===== config.mk =====
export PLATFORM = sky130hd
export DESIGN_NAME = chk_fifo
export DESIGN_NICKNAME = d
export VERILOG_FILES = /design/src/rtl/chk_fifo.sv
export SDC_FILE = /design/constraint.sdc
export NUM_CORES = 1
export LEC_CHECK = 0
export ABC_AREA = 1
export BUFFER_PORTS_ARGS = -buffer_cell sky130_fd_sc_hd__buf_2
export CORE_AREA = 5 5 216 270
export DETAILED_ROUTE_END_ITERATION = 8
export DIE_AREA = 0 0 221 275
export GPL_TIMING_DRIVEN = 0
export HOLD_SLACK_MARGIN = 0.06
export SLEW_MARGIN = 0
export SYNTH_ARGS = -nofsm -noshare
export SYNTH_HDL_FRONTEND = slang
export SYNTH_SLANG_ARGS = --single-unit

===== constraint.sdc =====
create_clock -name clk_i -period 13.2 [get_ports clk_i]
set_input_delay 1.98 -clock clk_i [delete_from_list [all_inputs] [get_ports clk_i]]
set_output_delay 1.98 -clock clk_i [all_outputs]
set_load 0.01 [all_outputs]

===== src/rtl/chk_fifo.sv =====
// chk_fifo: synchronous FIFO holding expected (address, data) entries.
// Ports:
//   clk_i   - clock, rising edge
//   rst_i   - asynchronous active-high reset, empties the FIFO
//   push_i  - write data_i (ignored when full)
//   data_i  - entry to write
//   pop_i   - drop the head entry (ignored when empty)
//   full_o  - no free entry
//   empty_o - no valid entry
//   head_o  - oldest entry, valid when empty_o is low
module chk_fifo #(
  parameter int unsigned Width = 64,
  parameter int unsigned Depth = 8
) (
  input  logic             clk_i,
  input  logic             rst_i,
  input  logic             push_i,
  input  logic [Width-1:0] data_i,
  input  logic             pop_i,
  output logic             full_o,
  output logic             empty_o,
  output logic [Width-1:0] head_o
);

  // One extra pointer bit separates full from empty when the indices match.
  localparam int unsigned PW = $clog2(Depth) + 1;

  logic [Width-1:0] mem_q [Depth];
  logic [PW-1:0]    wptr_q, rptr_q;

  assign empty_o = (wptr_q == rptr_q);
  assign full_o  = (wptr_q[PW-1] != rptr_q[PW-1]) && (wptr_q[PW-2:0] == rptr_q[PW-2:0]);
  assign head_o  = mem_q[rptr_q[PW-2:0]];

  always_ff @(posedge clk_i or posedge rst_i) begin
    if (rst_i) begin
      wptr_q <= '0;
      rptr_q <= '0;
    end else begin
      if (push_i && !full_o) wptr_q <= wptr_q + 1'b1;
      if (pop_i && !empty_o) rptr_q <= rptr_q + 1'b1;
    end
  end

  always_ff @(posedge clk_i) begin
    if (push_i && !full_o) mem_q[wptr_q[PW-2:0]] <= data_i;
  end

endmodule


==> reports/qor.yml <==
status:
  status: "finished clean"
die:
  die_y_um: 275
  core_area_um2: 55600
  initial_core_util_pct: 36.4
  io_pins: 134
  fp-row-count: 97
  die_w_um: 221
  die-area_um2: 60800
detailed_routing:
  initialDrtViolationCount: 1095
  ant_nets: 0
  wl_um: 55700
  vias: 13300
  viasPerCell: 5.28
  dr.pass1.iters: 6
  wl_per_cell_um: 22.1
  drc: 0
place:
  pre_cts_slack_ns: 8.96
  placedCellCount: 2427
  port_buffers: 133
  placed_area_um2: 22300
  routabilityCongestion: 0.761
  dp.final_hpwl_um: 36500
pwr:
  power_mw: 5.51
  p_leak_nw: 8.23
  p_per_area_nw_per_um2: 231
  irDropWorstVdd_mv: 0.141
critical_path:
  r2r_start: "rptr_q[0]"
  path_class: "register to output port"
  cp-start-kind: "register"
  reg2regPathDepth: 9
  rr_endpoint: "mem_q[4][21]"
  critical_path_arrival_ns: 2.92
  rrSetupSlack_ns: 10.42
  crit_path_end_kind: "output port"
  crit_end: "head_o[13]"
  critical_path.startpoint: "rptr_q[2]"
  path_max_fanout: 10
  required_ns: 11.22
clock_network:
  path_clk_slew_ns: 0.06
  cts-htree-levels: 2
  cts.path.max_buffers: 3
  clk_latency_ns: 0.59
  cts_buffers: 51
  cts_resized: 0
  cts_root_buffer: "clkbuf_16"
  postCtsSetupBuffers: 0
  cts_sinks: 520
  tritoncts: "yes"
  cts_hold_buf: 0
global_route:
  grt_pass1_wl_um: 82400
  grt_pass1_vias: 13200
  grt_antenna_before_repair: 12
  grt_use_total_pct: 17.7
  grt_overflow: 0
  grt_max_degree: 43
timing:
  finalCritPeriodShare_pct: 37.1
  hold_ws_ns: 0.535
  finClkSkew_ns: 0.00778
  fin_crit_ns: 4.90
  slew_headroom_pct: 45.7
  tns_ns: 0
  finalHoldViolCount: 0
  slew_violations: 0
  setup-violations-final: 0
  tightest_slew_ns: 0.813
  clock.fmax_mhz: 204
  worst_slack_ns: 8.30
  grt_setup_unrepaired: "false"
yosys:
  synth-seq-cells: 520
  synth_cell_types: 22
  syn_avg_cell_area_um2: 13.2
  syn_inst: 1533
  synth_warnings: 0
  synth_area_um2: 20200
  syn_nets: 1603
  yosysSeqAreaShare_pct: 77.0
layout:
  area_growth_pct: 17.7
  drive_gt1_share_pct: 15.5
  layout.cells.non_filler: 2521
  nNetsFinal: 1808
  layout_commonest_cell: "edfxtp_1"
  final_util_pct: 42.8
  nFillCells: 5181
  finish.instance_area_um2: 23800
  most-common-layout-cells: "edfxtp_1 (512), nor2_1 (259), nand2_1 (229)"
job:
  maxCapViolCount: 0
worst_hold_path:
  hp-class: "register to register"
-- per-layer routing --
| metal | part of all wire (%) | vias up | global-route usage (%) |
|---|---|---|---|
| met5 | 0.056 | - | 0 |
| met4 | 2.8 | 6 | 5.65 |
| met3 | 6.6 | 120 | 3.23 |
| met2 | 51 | 537 | 31.4 |
| met1 | 40 | 6645 | 21.9 |
| li1 | - | 6013 | - |
-- power by group --
part           switching (mW)  internal [mW]  leakage, nW
logic                    1.44          0.624         2.76
registers              0.0560           2.06         4.75
clock network           0.592          0.728        0.722
-- state kept, by name, summed over array words and instances, names as in the netlist --
signal	cells
wptr_q	4
rptr_q	4
mem_q	512
-- cell usage after synthesis --
cell | count | share of area [%]
inv_1 | 13 | 0.24
buf_6 | 5 | 0.28
a21oi_1 | 1 | 0.025
nand2_2 | 1 | 0.031
clkbuf_4 | 1 | 0.037
o21ai_0 | 203 | 5.0
o21ai_1 | 53 | 1.3
inv_6 | 1 | 0.043
nand4_2 | 1 | 0.062
edfxtp_1 | 512 | 76
nand2_1 | 229 | 4.3
dfrtp_1 | 8 | 0.99
o22ai_1 | 128 | 4.0
ha_1 | 2 | 0.12
nand3_1 | 11 | 0.27
xor2_1 | 3 | 0.13
buf_1 | 4 | 0.074
clkbuf_2 | 1 | 0.025
nor2_1 | 266 | 4.9
clkbuf_1 | 46 | 0.85
buf_2 | 26 | 0.64
buf_4 | 18 | 0.67
-- how the worst min path moves through the flow --
stage          startpoint  cells after the start        end
2_1_floorplan   wptr_q[3]                      2  wptr_q[3]
3_3_place_gp    wptr_q[3]                      2  wptr_q[3]
3_5_place_dp    wptr_q[3]                      2  wptr_q[3]
4_1_cts         rptr_q[3]                      2  rptr_q[3]
5_1_grt         wptr_q[3]                      2  wptr_q[3]
6_report        rptr_q[3]                      2  rptr_q[3]
-- area by class of cell --
cell class | instances | area, um^2 | area share, %
inverters | 14 | 60.1 | 0.252
flip-flops and latches | 520 | 15600 | 65.4
diodes | 6 | 15.0 | 0.0631
plain buffers | 101 | 522 | 2.19
clock buffers | 64 | 1370 | 5.74
clock inverters | 24 | 116 | 0.489
repair buffers | 152 | 1100 | 4.61
well taps | 742 | 928 | 3.90
multi-input cells | 898 | 4120 | 17.3
-- critical path, stage by stage, from the launching register on --
cell      delay (ns)
dfrtp_1         0.37
clkbuf_1        0.17
inv_1           0.11
clkbuf_1        0.54
clkbuf_1        0.64
nand2_1         0.15
nand2_1         0.18
buf_2           0.16
-- logic make-up after synthesis --
family          count (synthesis)  synth area share [%]
xor+xnor                        3                 0.130
buf+inv                       115                  2.86
compound gates                385                  10.3
simple gates                  508                  9.55
flops                         520                  77.0
fa+ha+maj                       2                 0.124
(Power assumes the default switching activity.)
